<file path="src/rtl/pi_route_decode_pkg.sv">
// Shared definitions for the pi-switch route decoder and arbiter: direction codes,
// pi select codes, default arbiter latency and the packet address extractor.
package pi_route_decode_pkg;

  typedef enum logic [1:0] {
    DIR_VOID  = 2'b00,
    DIR_LEFT  = 2'b01,
    DIR_RIGHT = 2'b10,
    DIR_UP    = 2'b11
  } dir_t;

  typedef enum logic [1:0] {
    ROLE_L  = 2'd0,
    ROLE_R  = 2'd1,
    ROLE_UL = 2'd2,
    ROLE_UR = 2'd3
  } port_role_t;

  localparam logic [1:0] UPL = 2'b11;
  localparam logic [1:0] UPR = 2'b00;

  localparam int DEFAULT_ARB_LAT = 5;
  localparam int MAX_PKT_BITS    = 256;
  localparam int MAX_ADDR_BITS   = 32;

  // Address sits just below the valid flag at the top of the packet.
  function automatic logic [MAX_ADDR_BITS-1:0] pkt_addr(input logic [MAX_PKT_BITS-1:0] pkt,
                                                        input int pkt_bits,
                                                        input int addr_bits);
    return MAX_ADDR_BITS'((pkt >> (pkt_bits - 1 - addr_bits)) &
                          ((MAX_PKT_BITS'(1) << addr_bits) - MAX_PKT_BITS'(1)));
  endfunction

endpackage

</file>
<file path="src/rtl/pi_route_decode_port.sv">
// One port of the pi-switch route decoder: direction decode, packet delay line and,
// when PI_ROUTE_STATS_EN is defined, saturating traffic/turnback counters.
module pi_route_port
  import pi_route_decode_pkg::*;
#(
  parameter int         PACKET_BITS = 49,
  parameter int         ADDR_BITS   = 8,
  parameter int         LEVEL       = 1,
  parameter int         POS         = 0,
  parameter int         ARB_LAT     = DEFAULT_ARB_LAT,
  parameter port_role_t ROLE        = ROLE_L
) (
  input  logic                   clk,
  input  logic                   reset,
  input  logic [PACKET_BITS-1:0] pkt,
  output logic [1:0]             d,
  output logic [PACKET_BITS-1:0] pkt_dly
`ifdef PI_ROUTE_STATS_EN
  ,
  output logic [15:0]            stat_valid,
  output logic [15:0]            stat_turn
`endif
);

  logic [ADDR_BITS-1:0]   addr;
  logic                   match;
  logic [1:0]             dir_next;
  logic [1:0]             d_reg;
  logic [PACKET_BITS-1:0] stage_reg [ARB_LAT+1];

  assign addr = ADDR_BITS'(pkt_addr(MAX_PKT_BITS'(pkt), PACKET_BITS, ADDR_BITS));

  // The root switch owns the whole address space.
  if (LEVEL == ADDR_BITS) begin : g_root
    assign match = 1'b1;
  end else begin : g_sub
    assign match = (addr[ADDR_BITS-1:LEVEL] == (ADDR_BITS-LEVEL)'(POS));
  end

  always_comb begin
    dir_next = DIR_VOID;
    if (pkt[PACKET_BITS-1]) begin
      if (!match)
        dir_next = DIR_UP;
      else if (addr[LEVEL-1])
        dir_next = DIR_RIGHT;
      else
        dir_next = DIR_LEFT;
    end
  end

  always_ff @(posedge clk or negedge reset) begin
    if (!reset) begin
      d_reg <= DIR_VOID;
      for (int i = 0; i <= ARB_LAT; i++) stage_reg[i] <= '0;
    end else begin
      d_reg        <= dir_next;
      stage_reg[0] <= pkt;
      for (int i = 1; i <= ARB_LAT; i++) stage_reg[i] <= stage_reg[i-1];
    end
  end

  assign d       = d_reg;
  assign pkt_dly = stage_reg[ARB_LAT];

`ifdef PI_ROUTE_STATS_EN
  logic        turn;
  logic [15:0] stat_valid_reg;
  logic [15:0] stat_turn_reg;

  // A turnback is a packet leaving through the side it arrived on.
  always_comb begin
    turn = 1'b0;
    case (ROLE)
      ROLE_L:  turn = (d_reg == DIR_LEFT);
      ROLE_R:  turn = (d_reg == DIR_RIGHT);
      default: turn = (d_reg == DIR_UP);
    endcase
  end

  always_ff @(posedge clk or negedge reset) begin
    if (!reset) begin
      stat_valid_reg <= '0;
      stat_turn_reg  <= '0;
    end else begin
      if (d_reg != DIR_VOID && stat_valid_reg != 16'hFFFF)
        stat_valid_reg <= stat_valid_reg + 16'd1;
      if (turn && stat_turn_reg != 16'hFFFF)
        stat_turn_reg <= stat_turn_reg + 16'd1;
    end
  end

  assign stat_valid = stat_valid_reg;
  assign stat_turn  = stat_turn_reg;
`endif

endmodule

</file>
<file path="src/rtl/pi_route_decode.sv">
// Route decoder for one pi switch: four identical ports differing only in turnback rule.
// Optional counters are built when PI_ROUTE_STATS_EN is defined.
module pi_route_decode
  import pi_route_decode_pkg::*;
#(
  parameter int PACKET_BITS = 49,
  parameter int ADDR_BITS   = 8,
  parameter int LEVEL       = 1,
  parameter int POS         = 0,
  parameter int ARB_LAT     = DEFAULT_ARB_LAT
) (
  input  logic                   clk,
  input  logic                   reset,
  input  logic [PACKET_BITS-1:0] pkt_l,
  input  logic [PACKET_BITS-1:0] pkt_r,
  input  logic [PACKET_BITS-1:0] pkt_ul,
  input  logic [PACKET_BITS-1:0] pkt_ur,
  output logic [1:0]             d_l,
  output logic [1:0]             d_r,
  output logic [1:0]             d_ul,
  output logic [1:0]             d_ur,
  output logic [PACKET_BITS-1:0] pkt_l_dly,
  output logic [PACKET_BITS-1:0] pkt_r_dly,
  output logic [PACKET_BITS-1:0] pkt_ul_dly,
  output logic [PACKET_BITS-1:0] pkt_ur_dly
`ifdef PI_ROUTE_STATS_EN
  ,
  output logic [15:0]            stat_valid_l,
  output logic [15:0]            stat_valid_r,
  output logic [15:0]            stat_valid_ul,
  output logic [15:0]            stat_valid_ur,
  output logic [15:0]            stat_turn_l,
  output logic [15:0]            stat_turn_r,
  output logic [15:0]            stat_turn_ul,
  output logic [15:0]            stat_turn_ur
`endif
);

  pi_route_port #(.PACKET_BITS(PACKET_BITS), .ADDR_BITS(ADDR_BITS), .LEVEL(LEVEL), .POS(POS),
                  .ARB_LAT(ARB_LAT), .ROLE(ROLE_L)) u_port_l (
    .clk(clk), .reset(reset), .pkt(pkt_l), .d(d_l), .pkt_dly(pkt_l_dly)
`ifdef PI_ROUTE_STATS_EN
    , .stat_valid(stat_valid_l), .stat_turn(stat_turn_l)
`endif
  );

  pi_route_port #(.PACKET_BITS(PACKET_BITS), .ADDR_BITS(ADDR_BITS), .LEVEL(LEVEL), .POS(POS),
                  .ARB_LAT(ARB_LAT), .ROLE(ROLE_R)) u_port_r (
    .clk(clk), .reset(reset), .pkt(pkt_r), .d(d_r), .pkt_dly(pkt_r_dly)
`ifdef PI_ROUTE_STATS_EN
    , .stat_valid(stat_valid_r), .stat_turn(stat_turn_r)
`endif
  );

  pi_route_port #(.PACKET_BITS(PACKET_BITS), .ADDR_BITS(ADDR_BITS), .LEVEL(LEVEL), .POS(POS),
                  .ARB_LAT(ARB_LAT), .ROLE(ROLE_UL)) u_port_ul (
    .clk(clk), .reset(reset), .pkt(pkt_ul), .d(d_ul), .pkt_dly(pkt_ul_dly)
`ifdef PI_ROUTE_STATS_EN
    , .stat_valid(stat_valid_ul), .stat_turn(stat_turn_ul)
`endif
  );

  pi_route_port #(.PACKET_BITS(PACKET_BITS), .ADDR_BITS(ADDR_BITS), .LEVEL(LEVEL), .POS(POS),
                  .ARB_LAT(ARB_LAT), .ROLE(ROLE_UR)) u_port_ur (
    .clk(clk), .reset(reset), .pkt(pkt_ur), .d(d_ur), .pkt_dly(pkt_ur_dly)
`ifdef PI_ROUTE_STATS_EN
    , .stat_valid(stat_valid_ur), .stat_turn(stat_turn_ur)
`endif
  );

endmodule

</file>
<file path="config.mk">
export PLATFORM = sky130hd
export DESIGN_NAME = pi_route_decode
export DESIGN_NICKNAME = d
export VERILOG_FILES = /design/src/rtl/pi_route_decode_pkg.sv /design/src/rtl/pi_route_decode_port.sv /design/src/rtl/pi_route_decode.sv
export SDC_FILE = /design/constraint.sdc
export NUM_CORES = 1
export LEC_CHECK = 0
export CAP_MARGIN = 20
export CORE_ASPECT_RATIO = 1.4
export CORE_MARGIN = 4
export CORE_UTILIZATION = 60
export CTS_BUF_LIST = sky130_fd_sc_hd__clkbuf_4
export DETAILED_ROUTE_END_ITERATION = 12
export MAX_ROUTING_LAYER = met4
export PLACE_DENSITY = 0.83
export SKIP_CTS_REPAIR_TIMING = 1
export SYNTH_ARGS = -nofsm -noshare
export SYNTH_HDL_FRONTEND = slang
export SYNTH_SLANG_ARGS = --single-unit
</file>
<file path="constraint.sdc">
create_clock -name clk -period 1 [get_ports clk]
set_clock_uncertainty 0.05 [all_clocks]
set_input_delay 0.1 -clock clk [delete_from_list [all_inputs] [get_ports clk]]
set_output_delay 0.1 -clock clk [all_outputs]
set_load 0.01 [all_outputs]
</file>
==> results.json <==
{
  "synth_area_sq_mm": 0.03125,
  "critPathSlowestCell": "dfrtp_1",
  "r2r_cells": 0,
  "fin_cells": 2981,
  "min_period_ns": 1.658,
  "routed_wl_microns": 62590,
  "power_leakage_nw": 18.76,
  "synth_compound_area_share_pct": 0.1602,
  "vias": 13480,
  "final_antenna_net_count": 0,
  "rsz0062_at_grt": "true",
  "p_sw_mw": 20.41,
  "htreeDepth": 4,
  "die_h_microns": 278.0,
  "synth_nets": 1602,
  "root_buffer": "clkbuf_4",
  "outcome": "finished, violations left",
  "die-area_sq_mm": 0.05585,
  "cap_viol_max_count": 0,
  "cp_num_cells": 1,
  "clock_sinks": 1184,
  "multi_input_comb_area_sq_um": 120.1,
  "grt_overflow": 0,
  "cp.arrival_ns": 1.51,
  "setup_ws_ns": -0.6578,
  "numCtsBuffers": 241,
  "fmax_ghz": 0.6032,
  "fin_crit_sh_pct": 165.8,
  "drt-initial-drc-count": 525,
  "cts_tree": "done",
  "p_comb_share_pct": 4.1,
  "via_per_inst": 4.522,
  "setup_viol": 259,
  "finish.instance_area_sq_mm": 0.03997,
  "regArea_sq_mm": 0.02963,
  "critPathCaptureType": "output pin",
  "nets": 2328,
  "yosys_warnings": 0,
  "synthCells": 1404,
  "synth_area_per_cell_sq_um": 22.26,
  "max_stage_delay_ns": 0.43,
  "antenna_found_initial": 15,
  "dp_cells": 2339,
  "place_area_sq_mm": 0.03550,
  "synth.area.mux_share_pct": 0,
  "drv_slew": 0,
  "dp_hpwl_microns": 35150,
  "crit_chain": "buf_6",
  "hold_depth": 2,
  "drive_above_1_share_pct": 29.03,
  "synth_top_family_by_area": "buffers and inverters",
  "die_x_microns": 200.9,
  "relSlewSlack_pct": 70.01,
  "grtUsageTotal_pct": 20.49,
  "final_cell_mix": "dfrtp_1 (1,184), clkbuf_4 (364), dlygate4sd3_1 (198), clkdlybuf4s50_1 (196), clkbuf_2 (152)",
  "vdd_drop_max_uv": 1578,
  "ys_ff_latch": 1184,
  "hold_viol_final": 0,
  "setup_tns_ns": -116.94,
  "synthXorXnorAreaFrac_pct": 0,
  "p_sw_share_pct": 22.50,
  "pin_count": 402,
  "critical_path.max_fanout": 1,
  "grt_pass1_wl_microns": 82860,
  "worstHoldPathType": "input port to flop",
  "post_drt_wl_per_cell_microns": 21.00,
  "rows": 98,
  "firstDrtPassIters": 4,
  "critPathKind": "flop to output pin",
  "cts.path.max_buffers": 3,
  "seqPwrFrac_pct": 56.5,
  "crit_family": "flip-flops",
  "worstMarginPinSlew_ns": 0.4464,
  "start_util_pct": 60.83,
  "power.share.clock_pct": 39.4,
  "p_int_mw": 70.31,
  "synth.distinct_cells": 6,
  "io_buffers": 401,
  "synth-adder-area-share_pct": 0,
  "worstSkewPairLatency_ns": 0.93,
  "violations": "negative setup slack",
  "p_per_area_mw_per_mm2": 2270,
  "cts.clk_slew.worst_paths_ns": 0.11,
  "cp-start-kind": "flop",
  "yosysSeqAreaShare_pct": 94.81,
  "grt_pass1_vias": 15117,
  "area_growth_pct": 27.92,
  "synthSimpleGateAreaFrac_pct": 0.2242,
  "cp.buffers_inverters": 1,
  "grt_max_degree": 50,
  "crit_required_ns": 0.85,
  "drc": 0,
  "core_area_sq_mm": 0.05138,
  "final_util_pct": 77.81,
  "num-fill-cells": 2511,
  "gp_congestion": 0.7797,
  "final_common_cell": "dfrtp_1"
}
-- final timing paths --
path	from	to	slack, ns
max	u_port_r.pkt_dly[28]	pkt_r_dly[28]	-0.66
min	pkt_ur[1]	u_port_ur.stage_reg[246]	0.12
max reg2reg	u_port_l.stage_reg[194]	u_port_l.stage_reg[145]	0.34
min reg2reg	u_port_ur.stage_reg[238]	u_port_ur.stage_reg[189]	0.25
max in group asynchronous	reset	u_port_l.stage_reg[54]	-0.03
min in group asynchronous	reset	u_port_l.pkt_dly[37]	0.38
-- routing by layer --
| layer | GRT usage, % | up-vias | part of all wire (%) |
|---|---|---|---|
| met2 | 34.90 | 456 | 59 |
| met4 | 8.847 | 0 | 2.5 |
| met5 | - | - | 0 |
| met3 | 7.564 | 103 | 5.0 |
| met1 | 21.50 | 7143 | 34 |
| li1 | - | 5778 | - |
-- area by class of cell --
type	instances	share of cell area, %
Sequential cell	1184	74.12
Multi-Input combinational cell	16	0.3005
Antenna cell	16	0.1002
Timing Repair Buffer	679	15.46
Tap cell	650	2.034
Clock inverter	64	1.074
Clock buffer	364	6.836
Inverter	8	0.07512
-- Yosys cell counts, drive strengths merged --
cell type | instances | area (sq um)
dfrtp | 1184 | 29630
buf | 196 | 1471
a31oi | 8 | 50.05
inv | 8 | 30.03
nor3 | 4 | 20.02
nor4 | 4 | 50.05
-- cell families (layout without fill, tap and decap cells) --
group / after synthesis / count (layout)
other cells: 0 / 16
simple gates: 8 / 8
buf+inv: 204 / 1115
compound gates: 8 / 8
flops: 1184 / 1184
-- power groups by stage --
stage	Clock (mW)	Sequential, mW	Combinational [mW]
floorplan	0	51.6	0.825
global placement	0	51.8	3.24
detailed placement	0	52.0	3.37
CTS	35.8	51.1	3.40
global route	39.5	51.4	4.07
finish	35.8	51.2	3.74
-- metrics by stage --
step | total power [mW] | worst slack [ns] | hold slack, ns
floorplan | 52.43 | 0.3336 | -0.2456
global placement | 55.04 | -0.1887 | 0.1315
detailed placement | 55.41 | -0.3071 | 0.1387
CTS | 90.30 | -1.162 | -0.9267
global route | 94.94 | -0.7923 | 0.003150
finish | 90.73 | -0.6578 | 0.1164
Power figures use the tool's default switching activity.
